<file path="src/rtl/crc_tx_pkg.sv">
// Shared definitions for the CRC-4 frame transmitter slice.
//   state_t      : FSM states (IDLE / CALC / SEND)
//   DATA_W, CRC_W, CHAN_W, CNT_W, NIB_W : datapath widths
//   POLY_DEFAULT : generator low terms for x^4+x+1
//   INIT_DEFAULT : CRC register preset at the start of each word
package crc_tx_pkg;

  localparam int unsigned DATA_W = 64;
  localparam int unsigned CRC_W  = 4;
  localparam int unsigned CHAN_W = 4;
  localparam int unsigned CNT_W  = 16;
  localparam int unsigned NIB_W  = 4;

  localparam logic [CRC_W-1:0] POLY_DEFAULT = 4'h3;
  localparam logic [CRC_W-1:0] INIT_DEFAULT = 4'h0;

  typedef enum logic [1:0] {
    IDLE = 2'd0,
    CALC = 2'd1,
    SEND = 2'd2
  } state_t;

endpackage

</file>
<file path="src/rtl/crc4_nibble.sv">
// Combinational CRC-4 step over one nibble, bits taken MSB first,
// non-reflected.
//   crc     : current CRC register
//   nib     : nibble to fold in (bit 3 enters first)
//   crc_nxt : CRC register after the four bit steps
module crc4_nibble
  import crc_tx_pkg::*;
#(
  parameter logic [CRC_W-1:0] POLY = POLY_DEFAULT
) (
  input  logic [CRC_W-1:0] crc,
  input  logic [NIB_W-1:0] nib,
  output logic [CRC_W-1:0] crc_nxt
);

  logic [CRC_W-1:0] c;

  always_comb begin
    c = crc;
    for (int unsigned i = 0; i < NIB_W; i++) begin
      if (c[CRC_W-1] ^ nib[NIB_W-1-i]) begin
        c = {c[CRC_W-2:0], 1'b0} ^ POLY;
      end else begin
        c = {c[CRC_W-2:0], 1'b0};
      end
    end
    crc_nxt = c;
  end

endmodule

</file>
<file path="src/rtl/crc4_frame_tx.sv">
// CRC-4 frame transmitter. Accepts a 64-bit word with a channel tag,
// spends 16 cycles folding it into a CRC-4 one nibble per cycle, then
// presents word, CRC and channel until the downstream handshake.
//   clock, reset        : rising-edge clock, async active-high reset
//   in_valid / in_ready : input handshake (ready only in IDLE)
//   in_chan, in_data    : channel tag and payload captured on accept
//   Data, CRC, out_chan : held output word, its CRC-4 and channel
//   out_valid/out_ready : output handshake (valid only in SEND)
//   frame_cnt           : completed output handshakes, wraps silently
module crc4_frame_tx
  import crc_tx_pkg::*;
#(
  parameter logic [CRC_W-1:0] POLY = POLY_DEFAULT,
  parameter logic [CRC_W-1:0] INIT = INIT_DEFAULT
) (
  input  logic              clock,
  input  logic              reset,
  input  logic              in_valid,
  output logic              in_ready,
  input  logic [CHAN_W-1:0] in_chan,
  input  logic [DATA_W-1:0] in_data,
  output logic [DATA_W-1:0] Data,
  output logic [CRC_W-1:0]  CRC,
  output logic [CHAN_W-1:0] out_chan,
  output logic              out_valid,
  input  logic              out_ready,
  output logic [CNT_W-1:0]  frame_cnt
);

  state_t            state_q;
  logic [DATA_W-1:0] data_q;
  logic [CRC_W-1:0]  crc_q;
  logic [CHAN_W-1:0] chan_q;
  logic [NIB_W-1:0]  nib_q;
  logic [CNT_W-1:0]  cnt_q;

  logic [NIB_W-1:0]  cur_nib;
  logic [CRC_W-1:0]  crc_nxt;
  logic [5:0]        nib_lsb;

  // Nibble index 0 maps to bits [63:60]: bit offset is (15 - idx) * 4,
  // i.e. the inverted index with two zero LSBs.
  always_comb begin
    nib_lsb = {~nib_q, 2'b00};
    cur_nib = data_q[nib_lsb +: NIB_W];
  end

  crc4_nibble #(
    .POLY(POLY)
  ) u_step (
    .crc    (crc_q),
    .nib    (cur_nib),
    .crc_nxt(crc_nxt)
  );

  always_ff @(posedge clock or posedge reset) begin
    if (reset) begin
      state_q <= IDLE;
      data_q  <= '0;
      crc_q   <= '0;
      chan_q  <= '0;
      nib_q   <= '0;
      cnt_q   <= '0;
    end else begin
      unique case (state_q)
        IDLE: begin
          if (in_valid) begin
            data_q  <= in_data;
            chan_q  <= in_chan;
            crc_q   <= INIT;
            nib_q   <= '0;
            state_q <= CALC;
          end
        end
        CALC: begin
          crc_q <= crc_nxt;
          nib_q <= nib_q + 1'b1;
          // Wrap of the 4-bit counter from 15 ends the word: exactly 16 steps.
          if (nib_q == '1) begin
            state_q <= SEND;
          end
        end
        SEND: begin
          if (out_ready) begin
            cnt_q   <= cnt_q + 1'b1;
            state_q <= IDLE;
          end
        end
        default: state_q <= IDLE;
      endcase
    end
  end

  always_comb begin
    in_ready  = (state_q == IDLE);
    out_valid = (state_q == SEND);
    Data      = data_q;
    CRC       = crc_q;
    out_chan  = chan_q;
    frame_cnt = cnt_q;
  end

endmodule
</file>
<file path="config.mk">
export PLATFORM = sky130hd
export DESIGN_NAME = crc4_frame_tx
export DESIGN_NICKNAME = d
export VERILOG_FILES = /design/src/rtl/crc_tx_pkg.sv /design/src/rtl/crc4_nibble.sv /design/src/rtl/crc4_frame_tx.sv
export SDC_FILE = /design/constraint.sdc
export NUM_CORES = 1
export LEC_CHECK = 0
export CAP_MARGIN = 25
export CORE_UTILIZATION = 46
export CTS_BUF_LIST = sky130_fd_sc_hd__clkbuf_8
export DETAILED_ROUTE_END_ITERATION = 8
export PLACE_DENSITY = 0.83
export SLEW_MARGIN = 20
export SYNTH_ARGS = -nofsm -noshare
export SYNTH_HDL_FRONTEND = slang
export SYNTH_HIERARCHICAL = 1
export SYNTH_SLANG_ARGS = --single-unit
export TNS_END_PERCENT = 1
</file>
<file path="constraint.sdc">
create_clock -name clock -period 3.9 [get_ports clock]
set_input_delay 0.39 -clock clock [delete_from_list [all_inputs] [get_ports clock]]
set_output_delay 0.39 -clock clock [all_outputs]
set_load 0.05 [all_outputs]
</file>
==> results of run 1 <==
## logic make-up (layout without fill, tap and decap cells)
logic type,after synthesis,count (layout),synth area share
compound gates,12,12,0.01663
simple gates,267,267,0.2590
xor+xnor,24,24,0.05426
fa+ha+maj,2,2,0.005833
mux,17,17,0.08664
buf+inv,26,184,0.02917
flops,94,94,0.5484
## layout by cell type, fill, tap and decap left out, types with 3 or more instances in the layout
master           instances
buf_4                    3
inv_1                    3
nor2_1                   5
dfrtp_1                 94
a22oi_1                  4
nand2_1                229
nor2b_1                  3
o21ai_0                  7
nand3_1                 16
xnor2_1                 15
clkbuf_8                10
mux4_2                  16
xor2_1                   7
clkdlybuf4s50_1        161
## cell usage after synthesis, drive strengths merged, types with 2 or more instances
master,instances,area (sq um)
nand2,230,863.3
buf,13,76.32
dfrtp,94,2352
nor4,2,42.54
nor2b,3,18.77
ha,2,25.02
clkbuf,10,37.54
a22oi,4,30.03
inv,3,11.26
mux4,16,360.4
nor2,5,18.77
nor3,2,10.01
and3,2,12.51
xor2,8,77.58
o21ai,7,35.03
nand4,2,12.51
xnor2,15,131.4
nand3,16,80.08
## power breakdown
| group | total, W | internal [W] | switching [W] |
|---|---|---|---|
| clock network | 0.000570 | 0.000247 | 0.000323 |
| logic | 0.00343 | 0.00134 | 0.00209 |
| registers | 0.00182 | 0.00137 | 0.000451 |
## metrics by stage
stage / std cells / total power, W / setup WS, ns
2_1_floorplan: 442 / 0.004136 / 1.061
6_report: 708 / 0.005814 / 1.246
4_1_cts: 708 / 0.005855 / 1.257
3_5_place_dp: 692 / 0.005273 / 1.253
5_1_grt: 708 / 0.006147 / 1.057
3_3_place_gp: 691 / 0.005185 / 1.345
## per-layer routing
metal	part of all wire	track usage	vias up
li1	-	-	1723
met1	0.42	0.3239	1740
met2	0.49	0.3976	155
met3	0.074	0.04823	13
met4	0.010	0.06085	0
met5	0	0	-
## critical path, stage by stage (launching register included)
cell	delay [ns]
dfrtp_1	0.81
mux4_2	0.41
a22oi_1	0.26
nand3_1	0.18
xor2_2	0.26
xor3_1	0.44
nand2_1	0.07
o21ai_0	0.09
## final cells by class
| type | instances | area share |
|---|---|---|
| flip-flops and latches | 94 | 0.3822 |
| multi-input cells | 322 | 0.2950 |
| repair buffers | 165 | 0.2700 |
| clock buffers | 10 | 0.02236 |
| well taps | 108 | 0.02196 |
| clock inverters | 6 | 0.006302 |
| inverters | 3 | 0.002236 |
## state kept, by name, indices dropped and copies added, names as in the netlist
register and count:
CRC 4, Data 64, frame_cnt 16, nib_q 4
out_chan 4, state_q 2
## path summary, 6_finish.rpt
check / to / slack [ns] / depth (start not counted)
max in group asynchronous: Data[6]$_DFFE_PP0P_ / 2.84 / 3
min in group clock: frame_cnt[15]$_DFFE_PP0P_ / 0.47 / 1
worst max-delay path: CRC[1]$_DFFE_PP0P_ / 1.25 / 7
worst min-delay path: Data[48]$_DFFE_PP0P_ / 0.41 / 2
worst min register to register: frame_cnt[15]$_DFFE_PP0P_ / 0.47 / 1
worst max register to register: CRC[1]$_DFFE_PP0P_ / 1.25 / 7
==> flow_metrics.env, run 1 <==
export IMPL_setup_violations=0
export IMPL_drtIter0Drc=207
export IMPL_drc_errors=0
export IMPL_min_period_ns=2.654
export IMPL_synth_ff_type="dfrtp_1"
export IMPL_ys_seq_elements=94
export IMPL_grt_pass1_vias=3668
export IMPL_cp_required_ns=4.08
export IMPL_critPathKind="reg2reg"
export IMPL_crit_fanout=19
export IMPL_maxSlewHeadroom=0.5028
export IMPL_avgSynthCellArea_sq_um=9.704
export IMPL_ys_types=29
export IMPL_crit_start="nib_q[1]$_DFFE_PP0P_"
export IMPL_fin_crit_sh=0.6806
export IMPL_syn_inst=442
export IMPL_end_kind="flop"
export IMPL_fin_area_sq_um=6155
export IMPL_clk_latency_ns=0.34
export IMPL_numCtsBuffers=9
export IMPL_hold_viol=0
export IMPL_via_per_inst=5.129
export IMPL_nNetsFinal=669
export IMPL_path_clk_slew_ns=0.09
export IMPL_dp_hpwl_um=8462
export IMPL_root_buffer="clkbuf_8"
export IMPL_synth_edf_count=0
export IMPL_synthesis_nets=516
export IMPL_dieHeight_um=98.56
export IMPL_tns_ns=0
export IMPL_drive_gt1_frac=0.07167
export IMPL_diodes=0
export IMPL_utilization=0.6922
export IMPL_vias=3631
export IMPL_p_per_area_nw_per_um2=944.7
export IMPL_multi_input_area_sq_um=1815
export IMPL_drv_cap=0
export IMPL_synth_warnings=6
export IMPL_hold_path_class="in2async"
export IMPL_leakage_nw=2.912
export IMPL_worstPathArrival_ns=2.84
export IMPL_start_util=0.4824
export IMPL_htreeDepth=3
export IMPL_grt_antenna_before_repair=0
export IMPL_syn_area_sq_um=4289
export IMPL_die_w_um=98.56
export IMPL_cts_tree="yes"
export IMPL_place_congestion=0.8599
export IMPL_async_flop_share=1.000
export IMPL_routed_wirelength_um=11040
export IMPL_status="completed"
export IMPL_fillCellCount=682
export IMPL_seqCellArea_sq_um=2352
export IMPL_cts_repair_resized=0
export IMPL_max_freq_mhz=376.7
export IMPL_dpl_cell_area_sq_um=5978
export IMPL_dr_pass1_iters=5
export IMPL_clk_path_buf_depth=2
export IMPL_r2r_start="nib_q[1]$_DFFE_PP0P_"
export IMPL_holdBufCountCts=0
export IMPL_rsz0062_at_grt="false"
export IMPL_core_sq_um=8891
export IMPL_clock_skew_ns=0.01385
export IMPL_rows=34
export IMPL_grt_usage=0.2389
export IMPL_ir_worst_vdd_v=0.0006442
export IMPL_port_buffers=161
export IMPL_start_kind="flop"
export IMPL_wl_per_cell_um=15.60
export IMPL_overflow=0
export IMPL_die_area_sq_um=9714
export IMPL_drv_slew=0
export IMPL_io_pins=162
export IMPL_grt_pass1_wl_um=18150
export IMPL_cts_sinks=94
export IMPL_synth_seq_area_share=0.5484
export IMPL_syn_to_final_growth_pct=43.49
export IMPL_grt_max_degree=61
export IMPL_holdWs_ns=0.4098
export IMPL_ant_nets=0
export IMPL_postCtsSetupBuffers=0
export IMPL_worstMarginPinSlew_ns=0.7458
No activity file was read; power rests on OpenSTA's default activity.
==> inputs of run 2 (changes only) <==
==> constraint.sdc (replaced) <==
create_clock -name clock -period 2.65 [get_ports clock]
set_input_delay 0.265 -clock clock [delete_from_list [all_inputs] [get_ports clock]]
set_output_delay 0.265 -clock clock [all_outputs]
set_load 0.05 [all_outputs]
==> flow_metrics.env, run 2 (synthesized netlist as in run 1, its figures left out) <==
export IMPL_status="completed"
export IMPL_stdcell_count=711
export IMPL_critPathKind="reg2reg"
export IMPL_drive_gt1_frac=0.07794
export IMPL_routed_wirelength_um=11070
export IMPL_syn_to_final_growth_pct=44.95
export IMPL_reg2regPathDepth=8
export IMPL_maxSlewHeadroom=0.5201
export IMPL_grt_pass1_vias=3561
export IMPL_start_util=0.4824
export IMPL_drtIter0Drc=238
export IMPL_wl_met1_um=4689
export IMPL_rows=34
export IMPL_hold_viol=0
export IMPL_worstMarginPinSlew_ns=0.7173
export IMPL_drv_cap=0
export IMPL_grt_antenna_before_repair=0
export IMPL_cp_required_ns=2.86
export IMPL_min_period_ns=2.427
export IMPL_core_sq_um=8891
export IMPL_wl_met2_um=5468
export IMPL_die_w_um=98.56
export IMPL_crit_fanout=5
export IMPL_setup_violations=0
export IMPL_final_cell_mix="nand2_1, clkdlybuf4s50_1, dfrtp_1"
export IMPL_grt_max_degree=95
export IMPL_ant_nets=0
export IMPL_path_cells="buf_4 > mux4_2 > a22oi_1 > nand3_1 > xnor2_2 > xor3_1 > nand2_1 > o21ai_0"
export IMPL_dp_hpwl_um=8188
export IMPL_route_met3_wl_um=771
export IMPL_final_common_cell="nand2_1"
export IMPL_port_buffers=161
export IMPL_fin_total_pwr_w=0.008720
export IMPL_worstPathArrival_ns=2.63
export IMPL_drv_slew=0
export IMPL_htreeDepth=3
export IMPL_reg2reg_to="CRC[1]$_DFFE_PP0P_"
export IMPL_clock_skew_ns=0.008401
export IMPL_cp_slowest_stage_delay_ns=0.50
export IMPL_cts_sinks=94
export IMPL_max_freq_mhz=412.0
export IMPL_r2r_start="nib_q[0]$_DFFE_PP0P_"
export IMPL_numCtsBuffers=9
export IMPL_drc_errors=0
export IMPL_diodes=0
export IMPL_dieHeight_um=98.56
export IMPL_p_per_area_nw_per_um2=1403
export IMPL_holdBufCountCts=0
export IMPL_nNetsFinal=673
export IMPL_io_pins=162
export IMPL_die_area_sq_um=9714
export IMPL_root_buffer="clkbuf_8"
export IMPL_r2r_slack_ns=0.22
export IMPL_clk_latency_ns=0.36
export IMPL_grt_usage=0.2417
export IMPL_via_per_inst=5.167
export IMPL_path_clk_slew_ns=0.08
export IMPL_leakage_nw=2.935
export IMPL_grt_pass1_wl_um=18200
export IMPL_holdWs_ns=0.3765
export IMPL_rsz0062_at_grt="false"
export IMPL_wl_per_cell_um=15.57
export IMPL_dr_pass1_iters=4
export IMPL_slowest_stage="mux4_2"
export IMPL_clk_path_buf_depth=2
export IMPL_utilization=0.6993
export IMPL_hold_path_class="in2async"
export IMPL_dp_cells=696
export IMPL_place_congestion=0.8905
export IMPL_end_kind="flop"
export IMPL_start_kind="flop"
export IMPL_vias=3674
export IMPL_crit_start="nib_q[0]$_DFFE_PP0P_"
export IMPL_cts_tree="yes"
export IMPL_fin_crit_sh=0.9159
export IMPL_maxUsedRoutingLayer="met4"
export IMPL_largest_reg_flops=64
export IMPL_overflow=0
export IMPL_tns_ns=0
export IMPL_ir_worst_vdd_v=0.0008523
==> run 2: cell types whose count changed in the layout (fill, tap and decap cells not counted), sizes merged <==
cell / delta
clkinvlp: +2
buf: +4
clkinv: -4
bufinv: +1
==> run 2: cell type report <==
type	count	area (sq um)
tap	108	135.1
sequential	94	2354
clock inverter	5	52.55
fill	682	2674
multi-input combinational	322	1823
timing repair buffer	169	1700
inverter	3	15.01
clock buffer	10	137.6
==> run 2: through the flow <==
stage	setup slack, ns	instance area, sq um
after global routing	0.05906	6217
after global placement	0.2090	6015
after detailed placement	0.09499	6015
final	0.2228	6217
after CTS	0.07953	6205
after floorplan	0.3626	4293
==> run 2: power by group <==
group	internal [W]	total [W]	leakage [nW]	switching, W
clock	0.000450	0.000923	0.0970	0.000473
sequential	0.00201	0.00263	1.19	0.000615
combinational	0.00202	0.00517	1.65	0.00315
total	0.00448	0.00872	2.94	0.00424
==> run 2: per-layer routing <==
layer  up-vias  track usage
met2       148       0.3982
li1       1741            -
met5         -            0
met4         0      0.06429
met1      1772       0.3269
met3        13      0.05390
==> run 2: worst max-delay path by stage <==
stage	end	cells after the start	slack, ns
4_1_cts	CRC[1]$_DFFE_PP0P_	8	0.08
3_3_place_gp	CRC[1]$_DFFE_PP0P_	8	0.21
5_1_grt	CRC[1]$_DFFE_PP0P_	8	0.06
6_report	CRC[1]$_DFFE_PP0P_	8	0.22
2_1_floorplan	CRC[1]$_DFFE_PP0P_	7	0.36
3_5_place_dp	CRC[1]$_DFFE_PP0P_	8	0.09
==> run 2: timing repair <==
| item | in CTS | in global routing |
|---|---|---|
| endpoints found under the setup margin | 0 | 1 |
| setup buffers | 0 | 0 |
| resized for setup | 0 | 3 |
| endpoints found under the hold margin | 0 | 0 |
==> run 2: worst max-delay path, delay by kind of cell (launching register included) <==
| family | cells | cell delay, ns |
|---|---|---|
| mux | 1 | 0.50 |
| xor+xnor | 2 | 0.60 |
| flops | 1 | 0.44 |
| simple gates | 2 | 0.23 |
| compound gates | 2 | 0.31 |
| buf+inv | 1 | 0.19 |
